**src/rtl/baud_gen_frac.sv**
```systemverilog
// rtl/baud_gen_frac.sv - fractional-N baud tick generator with oversample, bit and mid-bit strobes
module baud_gen_frac #(
  parameter int          ACC_W    = 16,
  parameter int          OS_LOG2  = 4,
  parameter int unsigned DEF_FREQ = 576,
  parameter int unsigned DEF_MOD  = 15625
) (
  input  logic             clock,
  input  logic             reset_n,
  input  logic             enable,
  input  logic             sync,
  input  logic             cfg_we,
  input  logic [ACC_W-1:0] cfg_freq,
  input  logic [ACC_W-1:0] cfg_mod,
  output logic             ce_os,
  output logic             ce_bit,
  output logic             ce_mid,
  output logic             cfg_err
);

  localparam int OS = 1 << OS_LOG2;
  localparam logic [OS_LOG2-1:0] OS_LAST = OS_LOG2'(OS - 1);
  localparam logic [OS_LOG2-1:0] OS_MID  = OS_LOG2'(OS / 2 - 1);

  logic [ACC_W-1:0]   freq_q, freq_d;
  logic [ACC_W-1:0]   mod_q, mod_d;
  logic [ACC_W:0]     acc_q, acc_d;
  logic [OS_LOG2-1:0] os_cnt_q, os_cnt_d;
  logic               err_q, err_d;
  logic               ce_os_q, ce_bit_q, ce_mid_q;

  logic [ACC_W:0] sum;
  logic           hit;
  logic           tick;
  logic           cfg_valid;

  // acc stays below mod_r, and freq_r < mod_r, so the sum never exceeds ACC_W+1 bits
  assign sum       = acc_q + {1'b0, freq_q};
  assign hit       = (sum >= {1'b0, mod_q});
  assign cfg_valid = (cfg_freq != '0) && (cfg_freq < cfg_mod);

  always_comb begin
    freq_d   = freq_q;
    mod_d    = mod_q;
    acc_d    = acc_q;
    os_cnt_d = os_cnt_q;
    err_d    = err_q;
    tick     = 1'b0;
    if (cfg_we) begin
      err_d = ~cfg_valid;
      if (cfg_valid) begin
        freq_d = cfg_freq;
        mod_d  = cfg_mod;
      end
      // a coincident sync still restarts the phase even if the write is rejected
      if (cfg_valid || sync) begin
        acc_d    = '0;
        os_cnt_d = '0;
      end
    end else if (sync) begin
      acc_d    = '0;
      os_cnt_d = '0;
    end else if (enable) begin
      if (hit) begin
        acc_d    = sum - {1'b0, mod_q};
        tick     = 1'b1;
        os_cnt_d = os_cnt_q + 1'b1;
      end else begin
        acc_d = sum;
      end
    end
  end

  always_ff @(posedge clock or negedge reset_n) begin
    if (!reset_n) begin
      freq_q   <= ACC_W'(DEF_FREQ);
      mod_q    <= ACC_W'(DEF_MOD);
      acc_q    <= '0;
      os_cnt_q <= '0;
      err_q    <= 1'b0;
      ce_os_q  <= 1'b0;
      ce_bit_q <= 1'b0;
      ce_mid_q <= 1'b0;
    end else begin
      freq_q   <= freq_d;
      mod_q    <= mod_d;
      acc_q    <= acc_d;
      os_cnt_q <= os_cnt_d;
      err_q    <= err_d;
      ce_os_q  <= tick;
      ce_bit_q <= tick && (os_cnt_q == OS_LAST);
      ce_mid_q <= tick && (os_cnt_q == OS_MID);
    end
  end

  assign ce_os   = ce_os_q;
  assign ce_bit  = ce_bit_q;
  assign ce_mid  = ce_mid_q;
  assign cfg_err = err_q;

endmodule
```
**config.mk**
```make
export PLATFORM = sky130hd
export DESIGN_NAME = baud_gen_frac
export DESIGN_NICKNAME = d
export VERILOG_FILES = /design/src/rtl/baud_gen_frac.sv
export SDC_FILE = /design/constraint.sdc
export NUM_CORES = 1
export LEC_CHECK = 0
export CAP_MARGIN = 40
export CORE_ASPECT_RATIO = 1.1
export CORE_MARGIN = 5
export CORE_UTILIZATION = 50
export CTS_CLUSTER_DIAMETER = 200
export DETAILED_ROUTE_END_ITERATION = 16
export PLACE_DENSITY = 0.7
export SKIP_CTS_REPAIR_TIMING = 1
export SLEW_MARGIN = 20
export SYNTH_ARGS = -nofsm -noshare
export SYNTH_HDL_FRONTEND = slang
export SYNTH_SLANG_ARGS = --single-unit
```
**constraint.sdc**
```tcl
create_clock -name clock -period 6.85 [get_ports clock]
set_clock_uncertainty 0.2 [all_clocks]
set_input_delay 0.685 -clock clock [delete_from_list [all_inputs] [get_ports clock]]
set_output_delay 0.685 -clock clock [all_outputs]
set_load 0.01 [all_outputs]
```
---- After elaboration in Yosys (flattened, before gate mapping) ----
Cells that the tools add are included.
storage, ports and cells
  flip-flop bits (word level) ............. 57
  bits of input ports ..................... 37
  word-level logic and storage cells ...... 41
cells by class
  $add $sub $neg .......................... 3
  magnitude comparators ................... 2
  equal/unequal tests ..................... 3
  muxes and demuxes ....................... 14
  bitwise gates (word level) .............. 1
  reduce and logical (&&, ||, !) cells .... 10
operators by type and width
  operator               number
  $mux W17               5
  $mux W4                5
  $add A17 B16 Y17       1
  $ge A17 B16 Y1         1
  $sub A17 B16 Y17       1
  $lt A16 B16 Y1         1
  $reduce_bool A16 Y1    1
  $reduce_bool A3 Y1     2
  $add A4 B1 Y4 const B  1
  $eq A4 B3 Y1 const B   1
  $eq A4 B4 Y1 const B   1
  $mux W1                4
  $reduce_and A2 Y1      2
  $logic_and A1 B1 Y1    3
  $reduce_and A3 Y1      1
  $ne A2 B1 Y1 const B   1
  $logic_or A1 B1 Y1     1
  $not A1 Y1             1

---- Logic depth before layout (Yosys ltp) ----
  depth in word-level cells ............... 7
  depth in mapped cells ................... 20
  gate-level depth less buffers ........... 18

---- Least setup slack after synthesis ----
OpenSTA, ideal clock, no wires.
  path type ............................... reg-to-reg
  start ................................... reg freq_q[0]
  end ..................................... reg os_cnt_q[1]
  library setup time ...................... 0.122 ns
  arrival time ............................ 3.684 ns
  path slack .............................. 2.844 ns
  cell stages (with the launch flop) ...... 20
  buffers on the path ..................... 2
  period minus slack after synthesis ...... 4.006 ns
  path through ............................ dfrtp_1 -> ha_1 -> inv_1 -> fa_1 -> nor2b_1 -> o31a_1 -> a41o_2 -> o21ai_0 -> nand2_1 -> xor2_1 -> ha_1 -> a21oi_1 -> o21ai_0 -> a21o_1 -> a21o_1 -> a211oi_1 -> nand3_1 -> buf_6 -> buf_6 -> a32o_1
between the ends
  word-level cells in the longest chain between the ends .. 4
ends and longest elaborated chain
  item                          line  source
  start: declaration            25    logic [ACC_W-1:0] freq_q, freq_d;
  start signal: assignment      76    freq_q <= ACC_W'(DEF_FREQ);
  start signal: assignment      85    freq_q <= freq_d;
  $add A17 B16 Y17              38    assign sum = acc_q + {1'b0, freq_q};
  $ge A17 B16 Y1                39    assign hit = (sum >= {1'b0, mod_q});
  $reduce_bool A3 Y1 (no line)  -
  $reduce_and A3 Y1 (no line)   -
  end signal: assignment        88    os_cnt_q <= os_cnt_d;
  end: declaration              28    logic [OS_LOG2-1:0] os_cnt_q, os_cnt_d;
Every way passes these cells.
A chain may end at the register's enable or synchronous reset.

---- Worst setup path in the final report ----
  start ................................... reg freq_q[0]
  end ..................................... reg acc_q[9]
between the ends
  word-level cells in the longest chain between the ends .. 6
ends and longest elaborated chain
  item                                                line    source
  $add A17 B16 Y17 (*)                                38
  $sub A17 B16 Y17 or $ge A17 B16 Y1 (tied branches)  65, 39
  $mux W17 (*)                                        64      if (hit) begin
  $mux W17 (*)                                        63      end else if (enable) begin
  $mux W17 (*)                                        60      end else if (sync) begin
  $mux W17 (*)                                        49      if (cfg_we) begin
  end signal: assignment                              78      acc_q <= '0;
  end signal: assignment                              87      acc_q <= acc_d;
  end: declaration                                    27      logic [ACC_W:0] acc_q, acc_d;
Every way passes the cells marked *; elsewhere a longest branch is shown, timed or not. The select of a mux whose other input is x is not followed.

==> impl_metrics.env <==
export IMPL_outcome="finished clean"
export IMPL_drc=0
export IMPL_relSlewSlack=0.4859
export IMPL_synth_xor_xnor_area_share=0.04411
export IMPL_synth_seq_area_share=0.3291
export IMPL_synthMuxAreaShare=0.1103
export IMPL_min_period_ns=4.908
export IMPL_firstDrtPassIters=4
export IMPL_avgSynthCellArea_um2=9.516
export IMPL_synth_nets=546
export IMPL_gr_total_overflow=0
export IMPL_track_usage=0.2028
export IMPL_path_clk_slew_ns=0.07
export IMPL_drt_wl_total_um=10570
export IMPL_drive_above_1_share=0.1024
export IMPL_cp_arrival_ns=4.90
export IMPL_synth_flop_cell="dfrtp_1"
export IMPL_netlist_top_cells_count="inv_1 (50), dfrtp_1 (48), ha_1 (48)"
export IMPL_fin_cells=619
export IMPL_cp_start_kind="flop"
export IMPL_fmax_mhz=203.7
export IMPL_synth_cell_area_um2=4368
export IMPL_fillers=726
export IMPL_fin_nets=590
export IMPL_synth_cell_type_count=55
export IMPL_path_max_fanout=19
export IMPL_p_per_area_nw_per_um2=527.4
export IMPL_vias=3570
export IMPL_min_path_type="flop to flop"
export IMPL_cts_sinks=57
export IMPL_yosys_area_share_simple=0.1169
export IMPL_cts_tree="done"
export IMPL_synth_edf_count=0
export IMPL_diodes=0
export IMPL_design_die_area_um2=10710
export IMPL_worst_skew_pair_late_latency_ns=0.34
export IMPL_synth_area_leaders="dfrtp_1 (27%), ha_1 (14%), mux2i_1 (6.6%)"
export IMPL_numCtsBuffers=9
export IMPL_yosysMostFrequentCell="inv_1"
export IMPL_yosys_register_bits=57
export IMPL_area_delta_synth_final_pct=15.61
export IMPL_vias_per_cell=5.767
export IMPL_maxCapViolCount=0
export IMPL_ios=41
export IMPL_synth_cells=459
export IMPL_synth_compound_area_frac=0.1954
export IMPL_rows=35
export IMPL_start_util=0.5168
export IMPL_synthAdderAreaFrac=0.1467
export IMPL_die_x_um=99.12
export IMPL_synth_top_area_cell="dfrtp_1"
export IMPL_die_y_um=108.0
export IMPL_p_leak_nw=2.383
export IMPL_cts_root_buf="clkbuf_8"
export IMPL_antenna_found_initial=0
export IMPL_hpwl_um=8028
export IMPL_slew_violations=0
export IMPL_cts_buffer_depth=2
export IMPL_finalSetupViolations=0
export IMPL_hold_viol_final=0
export IMPL_period_share=0.7165
export IMPL_setup_tns_ns=0
export IMPL_htree_levels=3
export IMPL_synthArstFlopShare=1.000
export IMPL_end_kind="flop"
export IMPL_synthDominantCellAreaShare=0.2750
export IMPL_synth_top_family_by_area="compound AO/OA/AOI/OAI gates"
export IMPL_place_congestion=0.8955
export IMPL_wl_per_cell_um=17.07
export IMPL_drt_iter0_markers=134
export IMPL_max_slew_worst_pin_slew_ns=0.7693
export IMPL_grt_max_degree=58
export IMPL_grt_pass1_wl_um=17250
export IMPL_rsz0062_at_grt="false"
export IMPL_synth_warnings=0
export IMPL_portBuffers=40
export IMPL_dp_cells=603
export IMPL_grt_pass1_vias=3518
export IMPL_vdd_ir_drop_max_mv=0.2682
export IMPL_coreArea_um2=8452
export IMPL_worstSetupPathType="flop to flop"
export IMPL_required_ns=6.84
export IMPL_drtAntennaViolNets=0
## per-layer routing
| layer | part of all wire | track usage | vias to the layer above |
|---|---|---|---|
| li1 | - | - | 1770 |
| met1 | 0.47 | 0.2716 | 1719 |
| met2 | 0.49 | 0.3378 | 72 |
| met3 | 0.036 | 0.03871 | 9 |
| met4 | 0.0091 | 0.05073 | 0 |
| met5 | 0 | 0 | - |
## worst max-delay path, cell delays in order, from the launching register on
cell       delay [ns]
dfrtp_1          0.35
ha_1             0.20
inv_1            0.07
fa_1             0.40
nor2b_1          0.17
o31a_1           0.20
o21ai_0          0.13
a21oi_1          0.28
o21a_1           0.17
o211ai_1         0.13
ha_1             0.37
a21oi_1          0.16
o21ai_0          0.12
a21o_1           0.20
a21o_1           0.18
a211oi_1         0.36
nand3_2          0.58
mux2i_1          0.37
o2bb2ai_1        0.10
## metrics by stage
stage                 util  power, mW  area (µm²)  setup slack [ns]  hold WS (ns)
floorplan                -      2.003        4368             2.844        0.1894
global placement    0.5751      2.309        4861             1.819        0.2592
detailed placement  0.5757      2.331        4866             1.970        0.2651
CTS                 0.5975      2.646        5050             1.969        0.2793
global route        0.5975      2.892        5050             1.607        0.2904
finish              0.5975      2.663        5050             1.942        0.2720
## area by class of cell
class,instances,area [µm²],area share
Clock buffer,13,168.9,0.03345
Clock inverter,3,15.01,0.002973
Inverter,50,187.7,0.03717
Multi-Input combinational cell,343,2691,0.5330
Sequential cell,57,1438,0.2847
Tap cell,111,138.9,0.02750
Timing Repair Buffer,42,410.4,0.08127
## sequential cells by signal (all words and copies together), names as in the netlist
register / cells
acc_q: 17
ce_bit: 1
ce_mid: 1
ce_os: 1
cfg_err: 1
freq_q: 16
mod_q: 16
os_cnt_q: 4
## path summary, 6_finish.rpt
path / slack, ns / end / startpoint / cells past startpoint
max: 1.94 / acc_q[9]$_DFFE_PN0P_ / freq_q[0]$_DFFE_PN0P_ / 18
min: 0.27 / ce_mid$_DFF_PN0_ / os_cnt_q[3]$_DFFE_PN0P_ / 1
max reg2reg: 1.94 / acc_q[9]$_DFFE_PN0P_ / freq_q[0]$_DFFE_PN0P_ / 18
min reg2reg: 0.27 / ce_mid$_DFF_PN0_ / os_cnt_q[3]$_DFFE_PN0P_ / 1
max in group asynchronous: 5.67 / mod_q[7]$_DFFE_PN0P_ / reset_n / 2
min in group asynchronous: 0.28 / ce_bit$_DFF_PN0_ / reset_n / 2
## logic make-up (layout without fill, tap and decap cells)
| kind of cell | Yosys count | count (layout) |
|---|---|---|
| AOI/OAI and AO/OA | 123 | 123 |
| and+or+nand+nor | 102 | 102 |
| buffers and inverters | 59 | 108 |
| DFF | 57 | 57 |
| adders and majority gates | 50 | 50 |
| muxes | 46 | 46 |
| xor gates and xnor gates | 22 | 22 |
## power breakdown
group | switching (mW) | internal (mW)
registers | 0.0514 | 0.429
clock network | 0.136 | 0.159
logic | 1.07 | 0.817
## layout by cell type (no fill, tap or decap), drive strengths merged, types with 5 or more instances in the layout
master / Yosys / layout
nor4: 7 / 7
o2bb2ai: 13 / 13
clkbuf: 2 / 13
nand2: 21 / 21
inv: 50 / 50
o21ai: 22 / 22
a21o: 12 / 12
nand4: 7 / 7
mux2: 17 / 17
dfstp: 9 / 9
nor2: 24 / 24
and3: 5 / 5
a21oi: 28 / 28
clkdlybuf4s50: 0 / 39
ha: 48 / 48
mux2i: 29 / 29
nand3: 9 / 9
a211oi: 10 / 10
xnor2: 18 / 18
nor3: 13 / 13
dfrtp: 48 / 48
(Power assumes the default switching activity.)
